$ cat config.mk
export PLATFORM = sky130hd
export DESIGN_NAME = seg_scan
export DESIGN_NICKNAME = d
export VERILOG_FILES = /design/src/rtl/seg_scan_pkg.sv /design/src/rtl/seg_scan_tick_div.sv /design/src/rtl/seg_scan.sv
export SDC_FILE = /design/constraint.sdc
export NUM_CORES = 1
export LEC_CHECK = 0
export CAP_MARGIN = 20
export CORE_MARGIN = 2
export CORE_UTILIZATION = 50
export CTS_CLUSTER_DIAMETER = 60
export DETAILED_ROUTE_END_ITERATION = 10
export GPL_ROUTABILITY_DRIVEN = 1
export GPL_TIMING_DRIVEN = 0
export HOLD_SLACK_MARGIN = 0.02
export PLACE_DENSITY = 0.76
export SLEW_MARGIN = 20
export SYNTH_ARGS = -nofsm -noshare
export SYNTH_HDL_FRONTEND = slang
export SYNTH_SLANG_ARGS = --single-unit
$ cat constraint.sdc
create_clock -name clk -period 8.9 [get_ports clk]
set_input_delay 1.335 -clock clk [delete_from_list [all_inputs] [get_ports clk]]
set_output_delay 1.335 -clock clk [all_outputs]
set_load 0.01 [all_outputs]
$ cat src/rtl/seg_scan_pkg.sv
// seg_scan_pkg: shared constants, polarity helpers and clog2 for the
// multiplexed seven-segment scanner.
`default_nettype none

package seg_scan_pkg;

    localparam int unsigned NUM_DIG = 6;
    localparam int unsigned SEC_L   = 0;
    localparam int unsigned SEC_H   = 1;
    localparam int unsigned MIN_L   = 2;
    localparam int unsigned MIN_H   = 3;
    localparam int unsigned HR_L    = 4;
    localparam int unsigned HR_H    = 5;

    // The "0" glyph as an active-low pattern (segment g dark).
    localparam logic [6:0] ZERO_PAT = 7'b1000000;

    typedef enum logic [0:0] {
        PH_BLANK = 1'b0,
        PH_SHOW  = 1'b1
    } phase_t;

    function automatic logic [6:0] seg_off(input bit active_low);
        return active_low ? 7'h7F : 7'h00;
    endfunction

    function automatic logic [5:0] dig_off(input bit active_low);
        return active_low ? 6'h3F : 6'h00;
    endfunction

    function automatic logic [6:0] zero_pat(input bit active_low);
        return active_low ? ZERO_PAT : ~ZERO_PAT;
    endfunction

    function automatic int unsigned clog2(input longint unsigned v);
        int unsigned     r = 0;
        longint unsigned p = 1;
        while (p < v) begin
            p = p << 1;
            r++;
        end
        return r;
    endfunction

endpackage

`default_nettype wire

$ cat src/rtl/seg_scan_tick_div.sv
// tick_div: free-running divider emitting a one-cycle pulse every DIV cycles.
`default_nettype none

module tick_div
    import seg_scan_pkg::*;
#(
    parameter int unsigned DIV = 2
) (
    input  logic clk,
    input  logic rst,
    output logic tick
);

    localparam int unsigned  W    = (DIV > 1) ? clog2(DIV) : 1;
    localparam logic [W-1:0] LAST = W'(DIV - 1);

    if (DIV < 1) begin : g_chk_div
        $error("tick_div: DIV must be at least 1");
    end

    logic [W-1:0] cnt;

    always_ff @(posedge clk) begin
        if (rst) begin
            cnt <= '0;
        end else if (cnt == LAST) begin
            cnt <= '0;
        end else begin
            cnt <= cnt + W'(1);
        end
    end

    assign tick = (cnt == LAST);

endmodule

`default_nettype wire

$ cat src/rtl/seg_scan.sv
// seg_scan: time-multiplexes six seven-segment patterns onto one bus with
// anti-ghost blanking, per-digit blink and hours-high leading-zero blanking.
`default_nettype none

module seg_scan
    import seg_scan_pkg::*;
#(
    parameter int unsigned CLK_HZ         = 50000000,
    parameter int unsigned SCAN_HZ        = 1000,
    parameter int unsigned BLANK_CYC      = 500,
    parameter int unsigned BLINK_HZ       = 2,
    parameter bit          SEG_ACTIVE_LOW = 1'b1,
    parameter bit          DIG_ACTIVE_LOW = 1'b1
) (
    input  logic       clk,
    input  logic       rst,
    input  logic [6:0] secSegL,
    input  logic [6:0] secSegH,
    input  logic [6:0] minSegL,
    input  logic [6:0] minSegH,
    input  logic [6:0] hrSegL,
    input  logic [6:0] hrSegH,
    input  logic       en,
    input  logic [5:0] blink_mask,
    input  logic       lzb,
    output logic [6:0] seg,
    output logic [5:0] dig
);

    localparam int unsigned   DWELL     = CLK_HZ / SCAN_HZ;
    localparam int unsigned   BLINK_DIV = (BLINK_HZ > 0) ? CLK_HZ / (2 * BLINK_HZ) : 1;
    localparam int unsigned   CW        = clog2(DWELL);
    localparam logic [CW-1:0] CNT_LAST  = CW'(DWELL - 1);
    localparam logic [CW-1:0] BLANK_V   = CW'(BLANK_CYC);
    localparam logic [6:0]    SEG_OFF_V = seg_off(SEG_ACTIVE_LOW);
    localparam logic [5:0]    DIG_OFF_V = dig_off(DIG_ACTIVE_LOW);
    localparam logic [6:0]    ZERO_V    = zero_pat(SEG_ACTIVE_LOW);

    if (DWELL < 2) begin : g_chk_dwell
        $error("seg_scan: CLK_HZ/SCAN_HZ must be at least 2");
    end
    if (BLANK_CYC >= DWELL) begin : g_chk_blank
        $error("seg_scan: BLANK_CYC must be less than the dwell length");
    end
    if (CLK_HZ < 2 * BLINK_HZ) begin : g_chk_blink
        $error("seg_scan: CLK_HZ must be at least 2*BLINK_HZ");
    end

    logic [CW-1:0] cnt;
    logic [2:0]    idx;
    logic [6:0]    snap;
    logic          blink_phase;
    logic          blink_tick;
    logic          blank;
    phase_t        phase;
    logic [6:0]    live_pat;
    logic [6:0]    cur_pat;
    logic [5:0]    onehot;
    logic          suppress;
    logic [6:0]    seg_nxt;
    logic [5:0]    dig_nxt;

    tick_div #(
        .DIV (BLINK_DIV)
    ) u_blink_div (
        .clk  (clk),
        .rst  (rst),
        .tick (blink_tick)
    );

    if (BLANK_CYC == 0) begin : g_no_blank
        assign blank = 1'b0;
    end else begin : g_blank
        assign blank = (cnt < BLANK_V);
    end

    always_comb begin
        live_pat = SEG_OFF_V;
        case (idx)
            3'(SEC_L): live_pat = secSegL;
            3'(SEC_H): live_pat = secSegH;
            3'(MIN_L): live_pat = minSegL;
            3'(MIN_H): live_pat = minSegH;
            3'(HR_L):  live_pat = hrSegL;
            3'(HR_H):  live_pat = hrSegH;
            default:   live_pat = SEG_OFF_V;
        endcase
    end

    // On the first dwell cycle the snapshot register is only being loaded,
    // so the live pattern stands in for it (matters when BLANK_CYC is 0).
    always_comb begin
        phase    = blank ? PH_BLANK : PH_SHOW;
        cur_pat  = (cnt == '0) ? live_pat : snap;
        onehot   = 6'(1) << idx;
        suppress = ((|(blink_mask & onehot)) && blink_phase) ||
                   (lzb && (idx == 3'(HR_H)) && (cur_pat == ZERO_V));
        seg_nxt  = SEG_OFF_V;
        dig_nxt  = DIG_OFF_V;
        if (en && (phase == PH_SHOW)) begin
            dig_nxt = DIG_ACTIVE_LOW ? ~onehot : onehot;
            if (!suppress) begin
                seg_nxt = cur_pat;
            end
        end
    end

    always_ff @(posedge clk) begin
        if (rst) begin
            cnt         <= '0;
            idx         <= '0;
            snap        <= SEG_OFF_V;
            blink_phase <= 1'b0;
            seg         <= SEG_OFF_V;
            dig         <= DIG_OFF_V;
        end else begin
            if (cnt == CNT_LAST) begin
                cnt <= '0;
                idx <= (idx == 3'(HR_H)) ? 3'd0 : idx + 3'd1;
            end else begin
                cnt <= cnt + CW'(1);
            end
            if (cnt == '0) begin
                snap <= live_pat;
            end
            if (blink_tick) begin
                blink_phase <= ~blink_phase;
            end
            seg <= seg_nxt;
            dig <= dig_nxt;
        end
    end

endmodule

`default_nettype wire

Word-level counts from Yosys, hierarchy flattened
Cells that the tools add are included.
{"block": "op_classes", "addsub": 3, "order_cmp": 1, "n_eq_ne": 8, "shift": 1, "n_mux": 4, "n_bitwise": 4, "n_reduce_logical": 12}
{"op": "$pmux W7 S6", "count": 1}
{"op": "$add A24 B1 Y24 const B", "count": 1}
{"op": "$eq A24 B24 Y1 const B", "count": 1}
{"op": "$add A16 B1 Y16 const B", "count": 1}
{"op": "$eq A16 B16 Y1 const B", "count": 1}
{"op": "$logic_not A16 Y1", "count": 1}
{"op": "$lt A16 B9 Y1 const B", "count": 1}
{"op": "$eq A7 B7 Y1 const B", "count": 1}
{"op": "$mux W7", "count": 1}
{"op": "$and A6 B6 Y6", "count": 1}
{"op": "$eq A3 B2 Y1 const B", "count": 2}
{"op": "$eq A3 B3 Y1 const B", "count": 2}
{"op": "$not A6 Y6", "count": 1}
{"op": "$reduce_or A2 Y1", "count": 3}
{"op": "$reduce_or A6 Y1", "count": 1}
{"op": "$shl A1 B3 Y6 const A", "count": 1}
{"op": "$logic_and A1 B1 Y1", "count": 4}
{"op": "$add A3 B1 Y3 const B", "count": 1}
{"op": "$eq A3 B1 Y1 const B", "count": 1}
{"op": "$logic_not A3 Y1", "count": 1}
{"op": "$mux W3", "count": 1}
{"op": "$reduce_or A3 Y1", "count": 1}
{"op": "$not A1 Y1", "count": 2}
{"op": "$logic_or A1 B1 Y1", "count": 1}
{"op": "$mux W1", "count": 1}
{"block": "word_totals", "ff_bits": 64, "output_inout_bits": 13, "word_cells": 40}

Longest topological paths before layout
Gate-level depths: netlist of run 1.
{"block": "logic_depth", "ltp_word": 7, "ltp_mapped": 11, "ltp_nobuf": 8}

By module
Synthesis of run 1 repeated with hierarchy kept, for this count alone.
{"block": "hier_totals", "cells_unflattened": 378, "area_unflattened_um2": 3255.6}
{"mod": "seg_scan", "instances": 1, "cells_each": 250, "area_each_um2": 2093.3, "seq_area_each_um2": 800.8}
{"mod": "tick_div", "instances": 1, "cells_each": 128, "area_each_um2": 1162.4, "seq_area_each_um2": 480.5}

Worst setup path before layout of run 1
No wires, ideal clock.
{"block": "synth_path", "path_kind": "input -> register", "start": "input port secSegH[1]", "end": "register seg[0]", "arrival_time_ns": 3.070, "required_ns": 8.818, "slack_ns": 5.748, "cell_stages": 7, "n_path_buf": 1, "cell_sequence": "mux2_2 > a221o_1 > o41ai_4 > o2111ai_1 > or4_1 > buf_2 > o2111ai_1"}
{"block": "synth_between", "elab_chain_len": 6}
{"item": "start, declared", "line": "seg_scan.sv:18", "source": "input logic [6:0] secSegH,"}
{"item": "$pmux W7 S6", "line": "seg_scan.sv:79", "source": "case (idx)"}
{"item": "$mux W7"}
{"item": "$eq A7 B7 Y1", "line": "seg_scan.sv:97", "source": "(lzb && (idx == 3'(HR_H)) && (cur_pat == ZERO_V));"}
{"item": "$logic_and A1 B1 Y1", "line": "seg_scan.sv:97"}
{"item": "$logic_or A1 B1 Y1", "line": "seg_scan.sv:96", "source": "suppress = ((|(blink_mask & onehot)) && blink_phase) ||"}
{"item": "$reduce_or A3 Y1 (no line)"}
{"item": "end signal, assigned", "line": "seg_scan.sv:129", "source": "seg <= seg_nxt;"}
{"item": "end, declared", "line": "seg_scan.sv:26", "source": "output logic [6:0] seg,"}
No other way between the ends.
A chain may end at the register's enable or synchronous reset.

Worst setup path in the final report of run 1
{"block": "layout_path", "start": "register idx[2]", "end": "register seg[4]"}
{"block": "layout_between", "elab_chain_len": 7}
{"item": "start, declared", "line": "seg_scan.sv:50", "source": "logic [2:0] idx;"}
{"item": "start signal, assigned", "line": "seg_scan.sv:119", "source": "idx <= (idx == 3'(HR_H)) ? 3'd0 : idx + 3'd1;"}
{"item": "$eq A3 B3 Y1 (tied with other cells)", "line": "seg_scan.sv:79, seg_scan.sv:97"}
{"item": "$pmux W7 S6", "line": "seg_scan.sv:79"}
{"item": "$mux W7"}
{"item": "$eq A7 B7 Y1", "line": "seg_scan.sv:97"}
{"item": "$logic_and A1 B1 Y1", "line": "seg_scan.sv:97"}
{"item": "$logic_or A1 B1 Y1", "line": "seg_scan.sv:96"}
{"item": "$reduce_or A3 Y1 (no line)"}
Parallel ways exist; a longest one is shown, timed or not.

==> results.py, run 1 <==
metrics = {
    "status": {
        "status": "finished clean",
    },
    "power_and_ir_drop": {
        "power.density_mw_per_mm2": 163,
        "power.leakage_nw": 1.41,
        "ir_worst_vdd_v": 0.000190,
    },
    "worst_setup_path": {
        "cp-start-kind": "flip-flop",
        "cp_data_arrival_time_ns": 3.78,
        "worstPathRequired_ns": 9.14,
        "crit_type": "flip-flop to flip-flop",
        "crit_path_max_fanout": 10,
        "cp_slowest_stage_delay_ns": 0.50,
        "crit_slowest_cell": "or4_1",
        "worstSetupEndpointType": "flip-flop",
        "path_cells": "buf_1, clkbuf_1, inv_1, ha_1, clkbuf_1, a222oi_1, o2111a_1, a21oi_1, or4_1, buf_2, o2111ai_1",
        "cp_common_cell": "clkbuf_1",
    },
    "route": {
        "vias": 2711,
        "avgRoutedWirePerCell_um": 14.5,
        "dr.pass1.iters": 5,
        "drc": 0,
        "drt_iter0_markers": 163,
        "routed_wirelength_um": 7230,
        "ant_nets": 0,
        "via_per_inst": 5.43,
    },
    "sta": {
        "max-slew-margin-rel": 0.448,
        "holdWs_ns": 0.469,
        "fin_crit_ns": 3.54,
        "fmax_mhz": 283,
        "setup_viol": 0,
        "setup_tns_ns": 0,
        "rsz0062_at_grt": "no",
        "fin_worst_skew_ns": 0.00693,
        "maxSlewViolCount": 0,
        "hold_viol": 0,
        "worst_pin_slew_ns": 0.821,
        "fin_crit_sh": 0.397,
        "fin_ws_ns": 5.36,
    },
    "synthesis": {
        "synth_most_common_cell": "dfxtp_1",
        "syn_nets": 401,
        "synth_common_cells": "64 x dfxtp_1, 60 x nor2_1, 25 x nand2_1, 21 x nand3_1, 21 x xor2_1",
        "synth_top_area_frac": 0.428,
        "synth_ff_type": "dfxtp_1",
        "syn_area_mm2": 0.00300,
        "async_flop_share": 0,
        "syn_inst": 345,
        "avgSynthCellArea_um2": 8.68,
        "yosysWarnings": 0,
        "synth.area.top_cells": "dfxtp_1 43%, nor2_1 7.5%, xor2_1 6.1%",
        "seq_area_frac_synth": 0.428,
        "synth_seq_cells": 64,
        "synth_edf_count": 0,
        "post_synth_num_cell_types": 49,
        "synth_top_area_cell": "dfxtp_1",
    },
    "placement": {
        "hpwlAfterDp_um": 5410,
        "place_area_mm2": 0.00372,
        "io_buffers": 63,
        "preCtsSetupSlack_ns": 5.09,
        "place.gp.congestion": 0.857,
    },
    "die": {
        "die_area_mm2": 0.00663,
        "rows": 28,
        "die_w_um": 81.4,
        "core_area_mm2": 0.00585,
        "initial_core_util": 0.512,
        "dieHeight_um": 81.4,
        "io_pins": 65,
    },
    "clock_network": {
        "cts_hold_buf": 0,
        "cts_tree": "yes",
        "htreeDepth": 3,
        "cts_root_buf": "clkbuf_8",
        "post_cts_buffers": 0,
        "path_clk_slew_ns": 0.07,
        "clk_latency_ns": 0.34,
        "cts_resized": 0,
        "cts_max_path_buffers": 2,
        "cts_buffers": 9,
        "cts_sinks": 64,
    },
    "layout": {
        "drive_gt1_frac": 0.0684,
        "nets": 475,
        "multi_input_area_mm2": 0.00161,
        "area_growth_pct": 32.0,
        "fillCellCount": 487,
        "final_core_util": 0.676,
        "postLayoutCellArea_mm2": 0.00396,
        "regArea_mm2": 0.00128,
        "diodes": 0,
    },
    "min_path": {
        "min_path_type": "flip-flop to flip-flop",
    },
    "grt": {
        "grt_antenna_before_repair": 0,
        "track_usage": 0.238,
        "grt_max_degree": 12,
        "grt-ovfl-total": 0,
        "grt_pass1_wl_um": 12000,
        "grt_pass1_vias": 2621,
    },
    "flow_run": {
        "maxCapViolations": 0,
    },
}
## kinds of logic (layout without fill, tap and decap cells)
group / count (synthesis) / count (layout) / synth area share
xor gates and xnor gates: 38 / 38 / 0.111
and+or+nand+nor: 164 / 164 / 0.272
adders and majority gates: 4 / 4 / 0.0167
muxes: 8 / 8 / 0.0292
AOI/OAI and AO/OA: 41 / 41 / 0.109
DFF: 64 / 64 / 0.428
buffers and inverters: 26 / 105 / 0.0334
## state kept, by name, summed over array words and instances, names as in the netlist
register,flops
u_blink_div.cnt,24
cnt,16
seg,7
snap,7
dig,6
idx,3
blink_phase,1
## layer usage
| layer | GRT usage | up-vias | routed length (um) |
|---|---|---|---|
| met5 | 0 | - | 0 |
| met2 | 0.403 | 70 | 3470 |
| li1 | - | 1368 | - |
| met3 | 0.0700 | 15 | 439 |
| met1 | 0.289 | 1258 | 3200 |
| met4 | 0.0797 | 0 | 125 |
## layout make-up
| class | instances | area share |
|---|---|---|
| clock buffers | 10 | 0.0323 |
| multi-input cells | 255 | 0.408 |
| inverters | 9 | 0.00854 |
| plain buffers | 17 | 0.0168 |
| flip-flops and latches | 64 | 0.324 |
| clock inverters | 6 | 0.0272 |
| repair buffers | 63 | 0.159 |
| well taps | 75 | 0.0237 |
## critical path, delay by kind of cell, from the launching register on
kind	cells	cell delay, ns
compound gates	4	0.94
fa+ha+maj	1	0.25
buf+inv	5	1.37
flops	1	0.38
simple gates	1	0.50
## power breakdown
part	switching, W	internal (W)
Sequential	0.00000320	0.000292
Combinational	0.0000225	0.0000324
Clock	0.000111	0.000185
## stage by stage
| step | instances | power (W) |
|---|---|---|
| after CTS | 499 | 0.000654 |
| after global routing | 499 | 0.000670 |
| after global placement | 483 | 0.000354 |
| after floorplan | 345 | 0.000327 |
| after detailed placement | 483 | 0.000356 |
| final | 499 | 0.000646 |
## worst paths after layout
check / startpoint / to / slack, ns / cells after the start
max: idx[2] / seg[4] / 5.36 / 11
min: u_blink_div.cnt[0] / u_blink_div.cnt[0] / 0.47 / 1
min reg2reg: u_blink_div.cnt[0] / u_blink_div.cnt[0] / 0.47 / 1
max reg2reg: idx[2] / seg[4] / 5.36 / 11
## cell usage in the layout (no fill, tap or decap), types with 4 or more instances in the layout
master	n
nor2_1	60
a21oi_1	5
ha_1	4
o21ai_0	6
dfxtp_1	64
or4_1	4
mux2_2	5
nand2_1	25
and3_1	5
inv_1	9
nor2b_1	5
a222oi_1	4
clkbuf_1	15
xnor2_1	17
nand4_1	15
clkbuf_8	9
nor3_1	9
xor2_1	21
a22oi_1	7
nand3_1	21
clkdlybuf4s50_1	63
No activity file was read; power rests on OpenSTA's default activity.
==> run 2: changes to the inputs <==
- clock period: 8.9 -> 3.69 ns (I/O delays scaled with it)
==> run 2 against run 1 <==
Clock skew shrank 0.00064 ns. Flip-flop and latch count unchanged. Sequential share of layout area is essentially flat. Critical endpoint unchanged. Largest cell class unchanged. Critical path depth unchanged. Via count is 0.11% lower. Non-clock buffer count unchanged. Global-route usage stayed put. Wire length grew 0.58%. Register-to-register slack got worse by 5.2 ns. Clock power up 140%. Largest power group unchanged.
==> results.py, run 2 (same netlist as run 1, synthesis figures left out) <==
metrics = {
    "clock_network": {
        "clk_latency_ns": 0.34,
        "path_clk_slew_ns": 0.07,
        "htreeDepth": 3,
        "cts_root_buf": "clkbuf_8",
        "cts_sinks": 64,
        "cts_tree": "yes",
        "cts_hold_buf": 0,
        "cts_buffers": 9,
        "cts_max_path_buffers": 2,
    },
    "layout": {
        "fillCellCount": 490,
        "layout_common_cells": "64 x dfxtp_1, 63 x clkdlybuf4s50_1, 60 x nor2_1",
        "diodes": 0,
        "instances_no_fill": 499,
        "largest_reg_flops": 24,
        "layout_commonest_cell": "dfxtp_1",
        "drive_gt1_frac": 0.0731,
        "top_register": "u_blink_div.cnt",
        "nets": 475,
        "area_growth_pct": 32.1,
        "reg.largest.list": "u_blink_div.cnt x24, cnt x16",
    },
    "grt": {
        "grt_max_degree": 12,
        "grt-ovfl-total": 0,
        "grt_pass1_vias": 2621,
        "track_usage": 0.238,
        "grt_pass1_wl_um": 12000,
        "grt_antenna_before_repair": 0,
    },
    "sta": {
        "fmax_mhz": 288,
        "fin_worst_skew_ns": 0.00629,
        "fin_crit_sh": 0.942,
        "hold_viol": 0,
        "fin_crit_ns": 3.48,
        "worst_pin_slew_ns": 0.821,
        "max-slew-margin-rel": 0.448,
        "setup_tns_ns": 0,
        "maxSlewViolCount": 0,
        "setup_viol": 0,
    },
    "die": {
        "dieHeight_um": 81.4,
        "die_area_mm2": 0.00663,
        "io_pins": 65,
        "initial_core_util": 0.512,
        "core_area_mm2": 0.00585,
        "rows": 28,
        "die_w_um": 81.4,
    },
    "placement": {
        "place.gp.congestion": 0.857,
        "dp_cells": 483,
        "io_buffers": 63,
        "hpwlAfterDp_um": 5410,
    },
    "power_and_ir_drop": {
        "comb_power_share": 0.085,
        "swShare": 0.211,
        "power.density_mw_per_mm2": 394,
        "seqPwrFrac": 0.457,
        "internal_power_w": 0.00123,
        "ir_worst_vdd_v": 0.000457,
        "clockPowerShare": 0.458,
        "p_sw_w": 0.000329,
        "power.leakage_nw": 1.42,
    },
    "worst_setup_path": {
        "worstSetupEndpointType": "flip-flop",
        "cp-start-kind": "flip-flop",
        "crit_type": "flip-flop to flip-flop",
        "cp_data_arrival_time_ns": 3.71,
        "worstPathRequired_ns": 3.93,
        "crit_path_max_fanout": 10,
    },
    "min_path": {
        "min_path_type": "flip-flop to flip-flop",
    },
    "route": {
        "dr.pass1.iters": 4,
        "highest_layer": "met4",
        "wl_met3_um": 440,
        "drc": 0,
        "avgRoutedWirePerCell_um": 14.6,
        "drt_iter0_markers": 177,
        "vias": 2708,
        "routed_wirelength_um": 7270,
        "via_per_inst": 5.43,
        "met1_length_um": 3230,
        "dr_wl_met2_um": 3480,
        "ant_nets": 0,
    },
    "status": {
        "status": "finished clean",
    },
    "flow_run": {
        "maxCapViolations": 0,
    },
}
==> run 2: cell counts in the layout (fill, tap and decap cells not counted) <==
Identical to the previous run, type by type.
==> run 2: layer usage <==
| metal | global-route usage | vias to the layer above |
|---|---|---|
| li1 | - | 1367 |
| met1 | 0.289 | 1258 |
| met2 | 0.403 | 69 |
| met3 | 0.0700 | 14 |
| met4 | 0.0797 | 0 |
| met5 | 0 | - |
==> run 2: cell type report <==
| class | instances | area (um^2) | share of cell area |
|---|---|---|---|
| Sequential cell | 64 | 1280 | 0.324 |
| Buffer | 17 | 68.8 | 0.0174 |
| Clock inverter | 6 | 108 | 0.0272 |
| Multi-Input combinational cell | 255 | 1610 | 0.408 |
| Tap cell | 75 | 93.8 | 0.0237 |
| Timing Repair Buffer | 63 | 631 | 0.159 |
| Inverter | 9 | 33.8 | 0.00854 |
| Clock buffer | 10 | 128 | 0.0322 |
==> run 2: worst paths after layout <==
| path | start | endpoint | slack, ns | cells past startpoint |
|---|---|---|---|---|
| setup / recovery | idx[2] | seg[4] | 0.21 | 11 |
| hold / removal | u_blink_div.cnt[0] | u_blink_div.cnt[0] | 0.47 | 1 |
| setup reg to reg | idx[2] | seg[4] | 0.21 | 11 |
| hold reg to reg | u_blink_div.cnt[0] | u_blink_div.cnt[0] | 0.47 | 1 |
==> run 2: critical path: stages (launching register included) <==
cell and delay [ns]:
dfxtp_1 0.38, buf_1 0.43, clkbuf_2 0.32, inv_1 0.12, ha_1 0.23, clkbuf_1 0.25
a222oi_1 0.45, o2111a_1 0.31, a21oi_1 0.08, or4_1 0.50, buf_2 0.16, o2111ai_1 0.14
==> run 2: what timing repair did <==
item	CTS	global route
endpoints found under the setup margin	0	6
setup buffers	0	0
endpoints found under the hold margin	0	0
resized for setup	0	4
==> run 2: power groups by stage <==
stage / Sequential [W] / Combinational, W / Clock, W
3_5_place_dp: 0.000727 / 0.000132 / 0
5_1_grt: 0.000712 / 0.000147 / 0.000756
3_3_place_gp: 0.000726 / 0.000129 / 0
2_1_floorplan: 0.000725 / 0.0000629 / 0
4_1_cts: 0.000711 / 0.000133 / 0.000733
6_report: 0.000711 / 0.000133 / 0.000713
==> run 2: through the flow <==
step / setup slack [ns] / total power [W] / hold slack (ns) / util / area [um^2]
after floorplan: 0.829 / 0.000788 / 0.413 / - / 3000
after global placement: 0.163 / 0.000855 / 0.422 / 0.636 / 3720
after detailed placement: 0.165 / 0.000859 / 0.451 / 0.636 / 3720
after CTS: 0.129 / 0.00158 / 0.465 / 0.676 / 3960
after global routing: -0.0350 / 0.00162 / 0.499 / 0.676 / 3960
final: 0.212 / 0.00156 / 0.468 / 0.676 / 3960
==> variant 1, RTL diff (settings of run 2) <==
The output `dig` loses its register stage (`dig` becomes a continuous assignment).
--- a/src/rtl/seg_scan.sv
+++ b/src/rtl/seg_scan.sv
@@ -112,7 +112,6 @@
             snap        <= SEG_OFF_V;
             blink_phase <= 1'b0;
             seg         <= SEG_OFF_V;
-            dig         <= DIG_OFF_V;
         end else begin
             if (cnt == CNT_LAST) begin
                 cnt <= '0;
@@ -127,9 +126,10 @@
                 blink_phase <= ~blink_phase;
             end
             seg <= seg_nxt;
-            dig <= dig_nxt;
         end
     end
+
+    assign dig = dig_nxt;
 
 endmodule
 
Function: same outputs for any inputs over 10 cycles, from zero or initial values and one cycle with rst high; that may be too few to reach the edited logic, so the function may still have changed.
==> variant 1 against run 2 <==
Combinational power rose by 14%. Final area increased by 2.0%. Power down 16%. First-iteration DRC count is 41% lower. Sequential cell count down 6. Wire length up 0.62%. Largest power group is now registers. Area after synthesis grew 4.5%. Non-clock buffer count is 3 higher. Worst setup slack improved by 0.28 ns.
==> variant 1: results (changes against run 2) <==
Compound-Gate Fraction of Synth Area=8.91% (-2.0 points); Worst Setup EP=dig[3]; CP max stage delay=0.50 ns (about the same); Placed Instance Area=3860 sq um (+3.9%); Slew @ Worst Pin=0.543 ns (-0.277 ns); IO Port Bufs=64 (+1.6%); vias=2731 (+0.85%); Logic inverters=12 (+3); signal buffers share of area=18.6% (+0.96 points); clock-cell share of area=4.25% (-1.7 points); Area contributors post-synth=dfxtp_1 37%, nor2_1 7.8%, xor2_1 5.6%, xnor2_1 5.0%, nand2_1 3.0%; Seq/Total Area, Yosys=37.1% (-5.7 points); Max IR drop VDD=0.000278 V (-39%); dpl hpwl=5470 microns (+1.2%); Commonest cells post-synth=65 x nor2_1, 58 x dfxtp_1, 25 x nand2_1, 20 x xor2_1; vias in the first global route=2569 (-2.0%); drt first pass iters=5 (+1); Multi-input gate area=1810 sq um (+12%); number of synthesized register bits=58 (-9.4%); CP max stage cell=clkdlybuf4s50_1; chip width=83.1 microns (+2.1%); met3 WL=381 microns (-13%); post-synthesis xor/xnor area fraction=10.6% (-0.48 points); multiplexer area fraction after synthesis=3.56% (+0.63 points); clock skew=0.00787 ns (+0.00158 ns); drt wl/cell=14.2 microns (-2.3%); Leakage=0.00143 uW (+0.90%); syn_nets=415 (+3.5%); worst reg2reg setup slack=0.54 ns (+0.33 ns); share of layout cells above drive strength 1=13.0% (+5.7 points); clock buffers=11 (+1); met2 wire length=3510 microns (+0.72%); met1 wire length=3370 microns (+4.3%); Storage cell area=1160 sq um (-9.4%); Reg-to-Reg Start=idx[1]; Total GRT Usage=22.0% (-1.9 points); DR iter-0 viols=104 (-41%); bufs w/o clock=83 (+3.8%); outcome=finished, final reports clean; FILL cells=498 (+1.6%); largest net degree at the start of global routing=11 (-1); Post-Synth Adder-Cell Area=1.60% (-0.072 points); count of different cell masters after synthesis=52 (+6.1%); P_int=990 uW (-19%)
variant 1: routing by layer:
metal	GRT usage, %	vias to the layer above
met4	8.49	0
met5	0	-
met3	5.47	4
met1	27.4	1256
li1	-	1388
met2	36.5	83
variant 1: through the flow:
| stage | total power [uW] | std cells | hold slack (ns) | setup slack [ns] | util (%) |
|---|---|---|---|---|---|
| after CTS | 1320 | 514 | 0.476 | 0.496 | 67.4 |
| after floorplan | 740 | 359 | 0.426 | 1.14 | - |
| after detailed placement | 812 | 498 | 0.466 | 0.559 | 64.5 |
| after global placement | 810 | 498 | 0.438 | 0.624 | 64.5 |
| final | 1300 | 514 | 0.475 | 0.494 | 67.4 |
| after global routing | 1360 | 514 | 0.493 | 0.301 | 67.4 |
variant 1: power groups by stage:
stage	sequential, uW	combinational (uW)	clock, uW
final	648	151	505
after global routing	649	164	548
after CTS	648	152	520
after detailed placement	662	150	0
after global placement	662	148	0
after floorplan	660	79.8	0
==> variant 2, RTL diff (flow settings as in run 2) <==
Without the edit above. Set the parameter `DIG_ACTIVE_LOW` to 1'b0 (it was 1'b1).
--- a/src/rtl/seg_scan.sv
+++ b/src/rtl/seg_scan.sv
@@ -10,7 +10,7 @@
     parameter int unsigned BLANK_CYC      = 500,
     parameter int unsigned BLINK_HZ       = 2,
     parameter bit          SEG_ACTIVE_LOW = 1'b1,
-    parameter bit          DIG_ACTIVE_LOW = 1'b1
+    parameter bit          DIG_ACTIVE_LOW = 1'b0
 ) (
     input  logic       clk,
     input  logic       rst,
Formal check against the unedited RTL: not equivalent (Yosys sat finds a counterexample within 4 cycles, from zero or initial values and one cycle with rst high).
==> variant 2 against run 2 <==
Worst setup slack gained 0.48 ns. Sequential cell count did not move. Sequential power about the same. Final area up 7.4%. Wire length up 6.5%. Clock power grew 6.2%. Power grew 4.2%. Area after synthesis up 9.0%. Sequential share of layout area is 2.2 points lower. Hold slack improved by 0.0011 ns. Die area is 8.6% higher. Synthesized cell count is 3.8% higher. Critical path depth unchanged. Critical endpoint is now seg[5]. Largest power group unchanged.
==> variant 2: results (changes against run 2) <==
cts bufs inserted=9 (unchanged); clk slew on worst S/H paths=0.08 ns; Hold/Removal Path Class=register to register; CTS Buffer Depth=2 (unchanged); Slew @ Worst Pin=0.896 ns (+0.0749 ns); Max IR drop VDD=0.000253 V (-45%); largest net degree at the start of global routing=14 (+2); Worst Hold Path Cells=1 (unchanged); Detail Route Antenna Nets=0 (unchanged); worst reg2reg setup slack=0.69 ns (+0.48 ns); CP arrival=3.30 ns (-0.41 ns); r2r endpoint=seg[5]; CTS Root Cell=clkbuf_8; Seq/Total Area, Yosys=39.2% (-3.5 points); Leakage=0.00152 uW (+6.8%); antenna violations before repair=0 (unchanged); Max H-tree Level=3 (unchanged); dpl hpwl=5640 microns (+4.3%); GPL Wtd Cong=0.834 (-2.6%); IO Port Bufs=64 (+1.6%); hold_ws=0.469 ns (+0.00110 ns); CP max stage cell=a2111oi_2; share of layout cells above drive strength 1=13.2% (+5.9 points); clock skew=0.0136 ns (+0.00735 ns); CP startpoint=idx[2]; outcome=finished, final reports clean; Commonest cells post-synth=66 x nor2_1, 64 x dfxtp_1, 22 x xor2_1, 16 x nand3_1, 16 x xnor2_1; syn_nets=415 (+3.5%); Total GRT Usage=22.6% (-1.2 points); CP max FO=10 (unchanged); Regs by FF count=u_blink_div.cnt x24, cnt x16; hold_sp=u_blink_div.cnt[0]; Top delay family on crit path=compound AO/OA/AOI/OAI gates; Vias/cell=5.39 (-0.75%); Placed Instance Area=4000 sq um (+7.6%); setup bufs post-CTS=0 (unchanged); Top FF cell, synth=dfxtp_1; Hold Path End=u_blink_div.cnt[0]; vias in the first global route=2786 (+6.3%); async set-or-reset flop fraction in the synthesized netlist=0% (unchanged); count of different cell masters after synthesis=65 (+33%); Ys Warns=0 (unchanged); Final #Nets=490 (+3.2%); DR iter-0 viols=82 (-54%); PostCTS Resize Cnt=0 (unchanged); first-pass GRT wire length=13000 microns (+7.9%); Clk Latency, worst-skew pair=0.35 ns; Area contributors post-synth=dfxtp_1 39%, nor2_1 7.6%, xor2_1 5.9%, xnor2_1 4.3%, nand3_1 2.5%; Worst Reg-to-Reg Cells=11 (unchanged); CP max stage delay=0.63 ns (+0.13 ns); antenna cells=0 (unchanged); drt wl/cell=15.0 microns (+3.2%)
-- variant 2: cell types whose count changed after synthesis, moves of 6 or more --
cell and delta:
nand3b_1 +6, nand2_1 -10, o21ai_0 -6, nand4_1 -7
clkbuf_1 -7, nor2_1 +6, or2_1 +8, a22oi_1 -6
-- variant 2: where the power goes --
part	switching (uW)	leakage, uW	total (uW)	internal (uW)
sequential	10.2	0.000518	713	703
combinational	62.5	0.000873	152	89.4
clock	300	0.000125	757	457
total	373	0.00152	1620	1250
-- variant 2: cell families after synthesis --
logic type | after synthesis | synth area share, %
compound gates | 34 | 8.97
mux | 9 | 2.87
fa+ha+maj | 5 | 1.92
buf+inv | 30 | 4.33
xor+xnor | 38 | 10.2
simple gates | 178 | 32.5
flops | 64 | 39.2
-- variant 2: worst max path at each step --
| stage | end | slack (ns) |
|---|---|---|
| after floorplan | seg[3] | 1.30 |
| after global placement | seg[2] | 0.77 |
| after detailed placement | seg[5] | 0.70 |
| after CTS | seg[5] | 0.68 |
| after global routing | seg[5] | 0.42 |
| final | seg[5] | 0.69 |
-- variant 2: final cells by class --
| class | count | area (sq um) |
|---|---|---|
| fill | 517 | 2100 |
| tap | 77 | 96.3 |
| buffer | 17 | 92.6 |
| multi-input combinational | 264 | 1840 |
| clock buffer | 9 | 124 |
| timing repair buffer | 64 | 641 |
| inverter | 13 | 48.8 |
| clock inverter | 7 | 125 |
| sequential | 64 | 1280 |
-- variant 2: metal layers --
layer | GRT usage, % | up-vias | share of wire (%)
met1 | 27.1 | 1286 | 44
li1 | - | 1392 | -
met4 | 7.65 | 0 | 1.9
met5 | 0 | - | 0
met3 | 5.93 | 10 | 5.8
met2 | 39.4 | 86 | 49
-- variant 2: stage by stage --
step	setup slack, ns	power [uW]	std cells
after global placement	0.775	878	499
final	0.689	1620	515
after CTS	0.681	1630	515
after detailed placement	0.700	880	499
after floorplan	1.30	805	358
after global routing	0.418	1680	515
